==> config.mk <==
export PLATFORM = sky130hd
export DESIGN_NAME = ped_tracker
export DESIGN_NICKNAME = d
export VERILOG_FILES = /design/src/rtl/ped_tracker.sv
export SDC_FILE = /design/constraint.sdc
export NUM_CORES = 1
export LEC_CHECK = 0
export ABC_AREA = 1
export CORE_ASPECT_RATIO = 1.5
export CORE_MARGIN = 1
export CORE_UTILIZATION = 46
export DETAILED_ROUTE_END_ITERATION = 7
export PLACE_DENSITY = 0.72
export SLEW_MARGIN = 20
export SYNTH_ARGS = -nofsm -noshare
export SYNTH_HDL_FRONTEND = slang
export SYNTH_SLANG_ARGS = --single-unit
==> constraint.sdc <==
create_clock -name ADCCLK -period 10.1 [get_ports ADCCLK]
set_input_delay 2.02 -clock ADCCLK [delete_from_list [all_inputs] [get_ports ADCCLK]]
set_output_delay 2.02 -clock ADCCLK [all_outputs]
set_load 0.02 [all_outputs]
==> src/rtl/ped_tracker.sv <==
// ped_tracker: per-channel pedestal (baseline) tracker and subtractor.
// The tracker learns the baseline of raw unsigned ADC samples by averaging
// 2^PBITS quiet samples. It outputs signed, pedestal-subtracted 16-bit data
// two clocks after the sample.
// Optional feature macro: PED_FIXED_EN. It adds the fixped/usefixed ports,
// which force an externally supplied pedestal.
// Requires ABITS <= 15 so that the signed 16-bit difference cannot wrap.

module ped_tracker #(
    parameter int ABITS  = 12,
    parameter int PBITS  = 4,
    parameter int REJMAX = 1024
) (
    input  logic             ADCCLK,
    input  logic             reset,
    input  logic [ABITS-1:0] adc,
    input  logic [ABITS-1:0] pedwin,
    input  logic             freeze,
`ifdef PED_FIXED_EN
    input  logic [ABITS-1:0] fixped,
    input  logic             usefixed,
`endif
    output logic [15:0]      dout,
    output logic [ABITS-1:0] ped,
    output logic             pedvalid,
    output logic             pedupd
);

    localparam int ACCW  = ABITS + PBITS;
    localparam int RBITS = $clog2(REJMAX + 1);
    localparam int PAD   = 16 - ABITS;

    localparam logic [PBITS-1:0] CNT_LAST = {PBITS{1'b1}};
    localparam logic [PBITS-1:0] CNT_ONE  = PBITS'(1);
    localparam logic [RBITS-1:0] REJ_LAST = RBITS'(REJMAX - 1);
    localparam logic [RBITS-1:0] REJ_ONE  = RBITS'(1);

    typedef enum logic [0:0] {
        ST_INIT  = 1'b0,
        ST_TRACK = 1'b1
    } state_t;

    // Absolute value of a 16-bit two's complement difference.
    function automatic logic [15:0] abs16(input logic [15:0] v);
        abs16 = v[15] ? (16'd0 - v) : v;
    endfunction

    // Input stage: sample, its valid flag and the freeze that travels with it.
    logic [ABITS-1:0] adc_q;
    logic             vld_q;
    logic             frz_q;

    // Tracker state.
    state_t           state_q,    state_d;
    logic [ACCW-1:0]  acc_q,      acc_d;
    logic [PBITS-1:0] cnt_q,      cnt_d;
    logic [RBITS-1:0] rej_q,      rej_d;

    // Registered outputs.
    logic [ABITS-1:0] ped_q,      ped_d;
    logic             pedvalid_q, pedvalid_d;
    logic             pedupd_q,   pedupd_d;
    logic [15:0]      dout_q,     dout_d;

    // Datapath helpers.
    logic [15:0]      diff_s;
    logic             in_win_s;
    logic             accept_s;
    logic [ACCW-1:0]  sum_s;
    logic             fix_s;
    logic [ABITS-1:0] fixped_s;

`ifdef PED_FIXED_EN
    assign fix_s    = usefixed;
    assign fixped_s = fixped;
`else
    assign fix_s    = 1'b0;
    assign fixped_s = {ABITS{1'b0}};
`endif

    // Signed difference, window test and running-sum candidate for the staged sample.
    always_comb begin
        diff_s   = {{PAD{1'b0}}, adc_q} - {{PAD{1'b0}}, ped_q};
        in_win_s = (abs16(diff_s) <= {{PAD{1'b0}}, pedwin});
        sum_s    = acc_q + {{PBITS{1'b0}}, adc_q};
        case (state_q)
            ST_INIT:  accept_s = 1'b1;
            ST_TRACK: accept_s = in_win_s;
            default:  accept_s = 1'b0;
        endcase
    end

    // Next-state logic: forced pedestal, freeze, accept/average and reject/relearn.
    always_comb begin
        state_d    = state_q;
        acc_d      = acc_q;
        cnt_d      = cnt_q;
        rej_d      = rej_q;
        ped_d      = ped_q;
        pedvalid_d = pedvalid_q;
        pedupd_d   = 1'b0;
        // The difference always uses the pedestal in force before this edge.
        dout_d     = pedvalid_q ? diff_s : 16'd0;

        if (fix_s) begin
            // The external pedestal wins. Learning is parked at INIT from scratch.
            ped_d      = fixped_s;
            pedvalid_d = 1'b1;
            state_d    = ST_INIT;
            acc_d      = {ACCW{1'b0}};
            cnt_d      = {PBITS{1'b0}};
            rej_d      = {RBITS{1'b0}};
        end else if (!vld_q || frz_q) begin
            // No sample to judge, or a frozen sample: the tracker holds.
            state_d = state_q;
        end else if (accept_s) begin
            rej_d = {RBITS{1'b0}};
            if (cnt_q == CNT_LAST) begin
                ped_d      = sum_s[ACCW-1:PBITS];
                acc_d      = {ACCW{1'b0}};
                cnt_d      = {PBITS{1'b0}};
                pedupd_d   = 1'b1;
                pedvalid_d = 1'b1;
                state_d    = ST_TRACK;
            end else begin
                acc_d = sum_s;
                cnt_d = cnt_q + CNT_ONE;
            end
        end else begin
            if (rej_q == REJ_LAST) begin
                // The baseline has moved for good. Relearn, but keep the old pedestal meanwhile.
                state_d = ST_INIT;
                acc_d   = {ACCW{1'b0}};
                cnt_d   = {PBITS{1'b0}};
                rej_d   = {RBITS{1'b0}};
            end else begin
                rej_d = rej_q + REJ_ONE;
            end
        end
    end

    // Single state register: input stage, tracker state and registered outputs.
    always_ff @(posedge ADCCLK) begin
        if (reset) begin
            adc_q      <= {ABITS{1'b0}};
            vld_q      <= 1'b0;
            frz_q      <= 1'b0;
            state_q    <= ST_INIT;
            acc_q      <= {ACCW{1'b0}};
            cnt_q      <= {PBITS{1'b0}};
            rej_q      <= {RBITS{1'b0}};
            ped_q      <= {ABITS{1'b0}};
            pedvalid_q <= 1'b0;
            pedupd_q   <= 1'b0;
            dout_q     <= 16'd0;
        end else begin
            adc_q      <= adc;
            vld_q      <= 1'b1;
            frz_q      <= freeze;
            state_q    <= state_d;
            acc_q      <= acc_d;
            cnt_q      <= cnt_d;
            rej_q      <= rej_d;
            ped_q      <= ped_d;
            pedvalid_q <= pedvalid_d;
            pedupd_q   <= pedupd_d;
            dout_q     <= dout_d;
        end
    end

    assign dout     = dout_q;
    assign ped      = ped_q;
    assign pedvalid = pedvalid_q;
    assign pedupd   = pedupd_q;

endmodule
# --- Word level (Yosys, flattened, before mapping) ---
# Index checks and enable logic that the tools add are counted.
# Widths: inputs -> output; s select.
totals:
  output_inout_bits: 30
  inputBits: 27
  register_bits: 73
  wordCells: 47
classes:
  eq_ne: 3
  n_bitwise: 4
  addsub: 5
  magnitude_cmp: 1
  reduce_logical: 8
  n_mux: 15
op_table:
  columns: ["cell", "count"]
  rows:
  - ["$mux 16", 4]
  - ["$mux 11", 2]
  - ["$add 16x12->16", 1]
  - ["$le 16x12->1", 1]
  - ["$sub 1x13->14 const A", 1]
  - ["$sub 12x12->13", 1]
  - ["$mux 4", 3]
  - ["$add 11x1->11 const B", 1]
  - ["$eq 11x10->1 const B", 1]
  - ["$reduce_and 3->1", 2]
  - ["$mux 1", 5]
  - ["$add 4x1->4 const B", 1]
  - ["$eq 4x4->1 const B", 1]
  - ["$not 1->1", 4]
  - ["$reduce_or 3->1", 1]
  - ["$ne 2x1->1 const B", 1]
  - ["$pmux 1 s2", 1]
  - ["$reduce_and 2->1", 1]
  - ["$reduce_bool 2->1", 1]
  - ["$reduce_or 2->1", 1]
  - ["$logic_not 1->1", 1]
  - ["$logic_or 1x1->1", 1]

# --- Logic depth before layout (Yosys ltp) ---
# Gate-level depths: netlist of run 1.
logic_depth:
  depth_word: 7
  ltp_mapped: 27
  mapped_depth_nobuf: 26

# --- Least setup slack after synthesis of run 1 ---
# OpenSTA, ideal clock, no wires.
synth_timing:
  path_kind: "reg2reg"
  from: "register ped_q[0], in the netlist ped[0]"
  to: "register ped_q[0], in the netlist ped[0]"
  stages_incl_launch_ff: 24
  t_arrival_ns: 3.557
  path_buffers: 1
  synth_period_minus_slack_ns: 3.670
  slack_ns: 6.430
  t_required_ns: 9.987
  setup_time_ns: 0.113
  path_cell_list: "dfxtp_1 > ha_1 > inv_1 > fa_1 > or2_1 > and2_4 > inv_1 > nand3_1 > and3b_1 > nand3_1 > nand2_1 > o21ai_0 > nor2_1 > xor2_1 > ha_1 > a21oi_1 > o21ai_0 > o22ai_1 > nand2_4 > nand2_4 > nand3_4 > buf_6 > nor2_1 > nor2_1"
synth_via:
  elab_chain_cells: 6
synth_lines:
  columns: ["element", "line_no", "rtl"]
  rows:
  - ["start, declared", "60", "logic [ABITS-1:0] ped_q, ped_d;"]
  - ["start signal, assigned", "152", "ped_q <= {ABITS{1'b0}};"]
  - ["start signal, assigned", "164", "ped_q <= ped_d;"]
  - ["$sub 12x12->13 *", "83", "diff_s = {{PAD{1'b0}}, adc_q} - {{PAD{1'b0}}, ped_q};"]
  - ["$sub 1x13->14", "45", "abs16 = v[15] ? (16'd0 - v) : v;"]
  - ["$mux 16 *", "45", null]
  - ["$le 16x12->1 *", "84", "in_win_s = (abs16(diff_s) <= {{PAD{1'b0}}, pedwin});"]
  - ["$pmux 1 s2 *", "86", "case (state_q)"]
  - ["$reduce_and 3->1 (no line) *", null, null]
# Mark *: on every way between the ends. The rest lies on a longest branch, timed or not.
# A chain may end at the register's enable or synchronous reset.

# --- Worst setup path in the final report of run 1 ---
layout_timing:
  from: "register ped_q[0], in the netlist ped[0]"
  to: "register acc_q[8]"
layout_via:
  elab_chain_cells: 7
layout_lines:
  columns: ["element", "line_no", "rtl"]
  rows:
  - ["$sub 12x12->13 *", "83", null]
  - ["$sub 1x13->14", "45", null]
  - ["$mux 16 *", "45", null]
  - ["$le 16x12->1 *", "84", null]
  - ["$pmux 1 s2 *", "86", null]
  - ["$reduce_bool 2->1 (no line)", null, null]
  - ["$reduce_and 2->1 (no line)", null, null]
  - ["end signal, assigned", "149", "acc_q <= {ACCW{1'b0}};"]
  - ["end, declared", "55", "logic [ACCW-1:0] acc_q, acc_d;"]
# Marks and branches as above.

==> metrics.md, run 1 <==
| Metric | Value |
|---|---|
| Hold EP | `acc_q[0]` |
| Max-slew violations | `0` |
| Post-synthesis sequential area ratio | `0.314` |
| Mapped cell area | `approximately 4700 um^2` |
| Hold WC Path Type | `reg2reg` |
| I/O Buffers | `56` |
| Routed vias/inst | `~5.2` |
| Drt total wl | `11000 um` |
| Fmax | `230 MHz` |
| DRC errors left | `16` |
| Total power | `around 0.78 mW` |
| Final HPWL DP | `just under 9000 um` |
| Worst R2R Path Depth | `21` |
| RePlAce Congestion | `roughly 0.95` |
| Syn avg cell area | `around 7.0 um^2` |
| Hold_ws | `between 0.4 and 0.5 ns` |
| Pwr per Cell Area | `between 100 and 150 nW/um^2` |
| Largest net degree at the start of global routing | `39` |
| Syn Nets | `approximately 740` |
| Area Growth Syn to Fin | `19.2%` |
| Worst path arrival time | `4.59 ns` |
| Hold buffers post-CTS | `0` |
| Initial Util | `0.478` |
| Total number of vias | `around 4300` |
| Final period util | `0.431` |
| CP cell instances | `ha_1, inv_1, fa_1, or2_1, and2_4, inv_1, nand3_1, and3b_1, nand3_1, nand2_1, o21ai_0, nor2_1, xor2_1, ha_1, a21oi_1, o21ai_0, o22ai_1, nand2_4, nand2_4, nand4_2, o21ai_0` |
| #FFs+latches synth | `73` |
| Die height | `125 um` |
| Clk buf depth | `2` |
| Fill count | `a little under 900` |
| Root buffer cell | `clkbuf_16` |
| Fin crit period | `around 4.3 ns` |
| I/O pin total | `57` |
| ANT nets after route | `0` |
| Worst-path fanout max | `16` |
| Setup_tns | `0 ns` |
| First-pass GRT wire length | `about 18000 um` |
| Die area | `~11000 um^2` |
| Max-capacitance violation count | `0` |
| Placeable core region | `between 9000 and 10000 um^2` |
| Unrepaired setup endpoints after global routing | `false` |
| Sink Count | `between 70 and 80` |
| Critical path's largest stage delay | `between 0.3 and 0.4 ns` |
| Failing checks | `design-rule violations` |
| Required time worst endpoint | `slightly above 10 ns` |
| First-pass DRT Iterations | `6` |
| Final net count | `just under 800` |
| Worst-Margin Slew | `0.863 ns` |
| TritonCTS clock tree | `yes` |
| Grt met3 use | `0.0389` |
| GRT met2 Usage | `0.408` |
| Gates resized, CTS repair | `0` |
| ANT cells | `0` |
| Placed Cells incl. Taps | `a little over 800` |
| Clock Skew | `about 0.0099 ns` |
| Final setup fails | `0` |
| Worst-skew pair later-pin latency | `0.34 ns` |
| Proportion of layout cells with a drive suffix above 1 | `0.0677` |
| Worst R2R Setup Slack | `about 5.8 ns` |
| WS Path Type | `reg2reg` |
| Leakage | `roughly 2.7 nW` |
| Gr usage total | `0.221` |
| Max H-tree Level | `3` |
| Vias in the first global route | `approximately 4300` |
| Reg clk slew, reported paths | `0.06 ns` |
| CP dominant cell by count | `o21ai_0` |
| Gr ovfl total | `0` |
| WHS Path Cells | `2` |
| Hold_sp | `acc_q[0]` |
| Crit. End Element | `flop` |
| Post-CTS setup buffer count | `0` |
| Max_slew headroom | `0.424` |
| Die W | `between 80 and 90 um` |
| Leading cell types in the layout, fill and taps excluded | `140 x nand2_1, 121 x inv_1, 73 x dfxtp_1` |
| Routed WL per cell | `13.1 um` |
| Number of flops mapped to enable cells by yosys | `0` |
| Crit-path slowest cell | `fa_1` |
| Final hold vios | `0` |
| Post-synthesis cell type count | `42` |
| DR iter-0 viols | `about 160` |
| Met1 Track Usage GR | `0.216` |
| Main synth FF type | `dfxtp_1` |
| Non-Filler Instances | `approximately 840` |
| Area after DPL | `between 5000 and 6000 um^2` |
| TritonCTS buffer count | `9` |
| Cell area after layout | `about 5500 um^2` |
| GR peak layer | `met2` |
| # rows | `44` |
| Worst reg2reg path startpoint | `ped[0]` |
| Commonest non-fill, non-tap cell in the layout | `nand2_1` |
| Outcome | `finished with violations` |
| Worst vdd ir | `between 0.08 and 0.09 mV` |
| Cells after Synth | `between 600 and 700` |
| Warnings, synthesis | `0` |
| Worst R2R End | `acc_q[8]` |
| FFs w/ async S/R, synth | `0` |
| Initial antenna violation count | `0` |
| Startpoint types | `flop` |
[cell usage after synthesis, types with 5 or more instances]
master | count | area share
o21ai_0 | 18 | 0.019
nand2_1 | 140 | 0.11
nand3_1 | 52 | 0.056
nand2_2 | 6 | 0.0081
nor2_1 | 71 | 0.057
xor2_1 | 20 | 0.038
ha_1 | 39 | 0.10
xnor2_1 | 8 | 0.015
nand4_1 | 13 | 0.017
nor2_2 | 12 | 0.016
nor3_1 | 5 | 0.0054
o21ai_1 | 11 | 0.012
a21oi_1 | 27 | 0.029
dfxtp_1 | 73 | 0.31
buf_4 | 6 | 0.0097
inv_1 | 121 | 0.098
[layout make-up]
cell class                 count  area, um^2  share of cell area
tap                          115         144              0.0259
timing repair buffer          57         568               0.102
multi-input combinational    456        2620               0.472
inverter                     123         462              0.0832
clock inverter                 5        56.3              0.0101
clock buffer                  10         239              0.0431
sequential                    73        1460               0.263
[sequential cells by signal, summed over array words and instances, names as in the netlist]
name / flops
ped: 12
frz_q: 1
state_q: 1
adc_q: 12
pedupd: 1
vld_q: 1
dout: 13
cnt_q: 4
pedvalid: 1
acc_q: 16
rej_q: 11
[kinds of logic (layout without fill, tap and decap cells)]
group / count (synthesis) / after routing / share of synthesized area
DFF: 73 / 73 / 0.314
adders and majority gates: 41 / 41 / 0.113
xor gates and xnor gates: 28 / 28 / 0.0527
AOI/OAI and AO/OA: 70 / 70 / 0.0823
buffers and inverters: 139 / 195 / 0.124
and+or+nand+nor: 317 / 317 / 0.314
[routing by layer]
metal	up-vias	share of wire
met3	44	0.034
li1	2207	-
met4	0	0.063
met5	-	0
met2	121	0.52
met1	1949	0.38
[worst max-delay path: cells and delay by family, from the launching register on]
| kind | cells | cell delay [ns] |
|---|---|---|
| buf+inv | 2 | 0.15 |
| simple gates | 10 | 1.75 |
| flops | 1 | 0.36 |
| fa+ha+maj | 3 | 0.81 |
| xor+xnor | 1 | 0.18 |
| compound gates | 5 | 1.00 |
[worst max-delay path by stage]
stage,end,slack [ns],cells after the start,start
floorplan,ped[0],6.43,23,ped[0]
global placement,acc_q[5],5.71,12,pedwin[1]
detailed placement,acc_q[8],5.63,10,pedwin[11]
CTS,acc_q[8],5.76,21,ped[0]
global route,acc_q[8],5.42,20,ped[0]
finish,acc_q[8],5.75,21,ped[0]
[through the flow]
step,worst slack [ns],util
final,5.75,0.569
after floorplan,6.43,-
after detailed placement,5.63,0.539
after global routing,5.42,0.569
after global placement,5.71,0.539
after CTS,5.76,0.569
[power breakdown]
group	internal, mW	switching (mW)	total (mW)
clock	0.196	0.120	0.315
combinational	0.0625	0.0992	0.162
sequential	0.295	0.00562	0.301
No activity file was read; power rests on OpenSTA's default activity.
==> inputs of run 2 (changes only) <==
--- a/config.mk
+++ b/config.mk
@@ -10,7 +10,7 @@
 export CORE_MARGIN = 1
 export CORE_UTILIZATION = 46
 export DETAILED_ROUTE_END_ITERATION = 7
-export PLACE_DENSITY = 0.72
+export PLACE_DENSITY = 0.75
 export SLEW_MARGIN = 20
 export SYNTH_ARGS = -nofsm -noshare
 export SYNTH_HDL_FRONTEND = slang
==> constraint.sdc (replaced) <==
create_clock -name ADCCLK -period 3.6 [get_ports ADCCLK]
set_input_delay 0.72 -clock ADCCLK [delete_from_list [all_inputs] [get_ports ADCCLK]]
set_output_delay 0.72 -clock ADCCLK [all_outputs]
set_load 0.02 [all_outputs]
==> metrics.md, run 2 (synthesis results as in run 1) <==
| Metric | Value |
|---|---|
| Unrepaired setup endpoints after global routing | `true` |
| Routed vias/inst | `5.27` |
| CP dominant cell by count | `inv_2` |
| Final HPWL DP | `between 8000 and 9000 um` |
| ANT cells | `0` |
| Hold buffers post-CTS | `0` |
| Gr usage total | `0.232` |
| Crit. End Element | `flop` |
| Initial antenna violation count | `0` |
| Worst-path fanout max | `7` |
| Largest register by flop count | `acc_q` |
| TritonCTS clock tree | `yes` |
| Outcome | `finished with violations` |
| Crit-path slowest cell | `fa_2` |
| Area after DPL | `5500 um^2` |
| Final net count | `between 800 and 900` |
| Drt total wl | `roughly 13000 um` |
| Fill count | `797` |
| Vias in the first global route | `around 4500` |
| TritonCTS buffer count | `9` |
| Startpoint types | `flop` |
| I/O Buffers | `56` |
| Slack of the critical path | `between 0.015 and 0.02 ns` |
| # rows | `44` |
| Final period util | `0.996` |
| Hold_ws | `about 0.5 ns` |
| Final setup fails | `0` |
| Cell area after layout | `between 6000 and 7000 um^2` |
| Sink Count | `73` |
| WHS Path Cells | `2` |
| Leading cell types in the layout, fill and taps excluded | `128 x nand2_1, 112 x inv_1, 71 x dfxtp_1` |
| WS Path Type | `reg2reg` |
| Setup_tns | `0 ns` |
| Initial Util | `0.478` |
| Failing checks | `design-rule violations` |
| Root buffer cell | `clkbuf_16` |
| Largest net degree at the start of global routing | `21` |
| RePlAce Congestion | `~0.90` |
| Worst-Margin Slew | `0.794 ns` |
| Die W | `84.1 um` |
| DRC errors left | `13` |
| Die area | `around 11000 um^2` |
| Gr ovfl total | `0` |
| Worst path arrival time | `3.86 ns` |
| Reg clk slew, reported paths | `~0.06 ns` |
| Met1 Track Usage GR | `0.220` |
| Required time worst endpoint | `between 3 and 4 ns` |
| Pwr per Cell Area | `~400 nW/um^2` |
| Max_slew headroom | `0.470` |
| Critical path's largest stage delay | `approximately 0.34 ns` |
| Max H-tree Level | `3` |
| Total number of vias | `4637` |
| GR peak layer | `met2` |
| First-pass DRT Iterations | `7` |
| Core Util, Final | `0.643` |
| Final hold vios | `0` |
| Worst R2R Path Depth | `22` |
| Hold WC Path Type | `reg2reg` |
| Max-capacitance violation count | `0` |
| ANT nets after route | `0` |
| Grt met3 use | `0.0323` |
| First-pass GRT wire length | `19600 um` |
| Worst vdd ir | `about 0.25 mV` |
| DR iter-0 viols | `~220` |
| Worst-skew pair later-pin latency | `0.34 ns` |
| Clock Skew | `about 0.0075 ns` |
| Leakage | `3.02 nW` |
| CP cell instances | `inv_2, ha_4, inv_2, fa_2, or2_1, and2_4, inv_2, nand3_2, and3b_2, nand3_2, nand2_2, o21ai_2, nor2_1, xor2_1, ha_1, nand4_1, o22ai_2, nand2_4, nand2_8, nand4_4, clkbuf_16, o21ai_2` |
| Clk buf depth | `2` |
| Fin crit period | `3.58 ns` |
| Placeable core region | `9740 um^2` |
| Commonest non-fill, non-tap cell in the layout | `nand2_1` |
| Area Growth Syn to Fin | `34.7%` |
| Max FFs per register | `16` |
| GRT met2 Usage | `0.454` |
| Routed WL per cell | `approximately 14 um` |
| Pre-CTS setup slack | `-0.266 ns` |
| I/O pin total | `57` |
| Max-slew violations | `0` |
| Die height | `~130 um` |
| Proportion of layout cells with a drive suffix above 1 | `0.195` |
| Fmax | `279 MHz` |
-- run 2: path summary, 6_finish.rpt --
| check | start | to | slack, ns |
|---|---|---|---|
| setup / recovery | adc_q[0] | acc_q[11] | 0.02 |
| hold / removal | cnt_q[1] | cnt_q[1] | 0.49 |
| setup reg to reg | adc_q[0] | acc_q[11] | 0.02 |
| hold reg to reg | cnt_q[1] | cnt_q[1] | 0.49 |
-- run 2: layout make-up --
type,count,area [um^2],share of cell area
flip-flops and latches,73,1460,0.234
inverters,123,464,0.0741
multi-input cells,459,2910,0.465
well taps,115,144,0.0230
clock inverters,5,128,0.0204
repair buffers,95,915,0.146
clock buffers,10,239,0.0381
-- run 2: through the flow --
step	power (mW)	std cells
after floorplan	1.20	668
after global placement	1.34	855
after detailed placement	1.35	855
after CTS	2.49	876
after global routing	2.63	880
final	2.52	880
-- run 2: worst max-delay path: cells and delay by family, from the launching register on --
family                   cells  cell delay (ns)
AO/OA/AOI/OAI                3             0.42
XOR/XNOR                     1             0.08
adder cells (fa/ha/maj)      3             0.78
buffers and inverters        4             0.40
flip-flops                   1             0.32
AND/OR/NAND/NOR             11             1.51
-- run 2: repair_timing --
action,CTS,global route
setup endpoints to repair,46,46
buffers inserted,6,1
hold endpoints to repair,0,0
resized for setup,49,34
gates cloned,1,3
pin swaps,20,22
-- run 2: where the power goes --
group / switching [mW] / internal (mW) / total [mW]
logic: 0.325 / 0.238 / 0.563
registers: 0.0170 / 0.829 / 0.846
clock network: 0.353 / 0.762 / 1.11
total: 0.695 / 1.83 / 2.52
-- run 2: routing by layer --
metal  wire, um  part of all wire
met5          0                 0
met4        736             0.058
met3        525             0.041
met2       6930              0.55
met1       4470              0.35
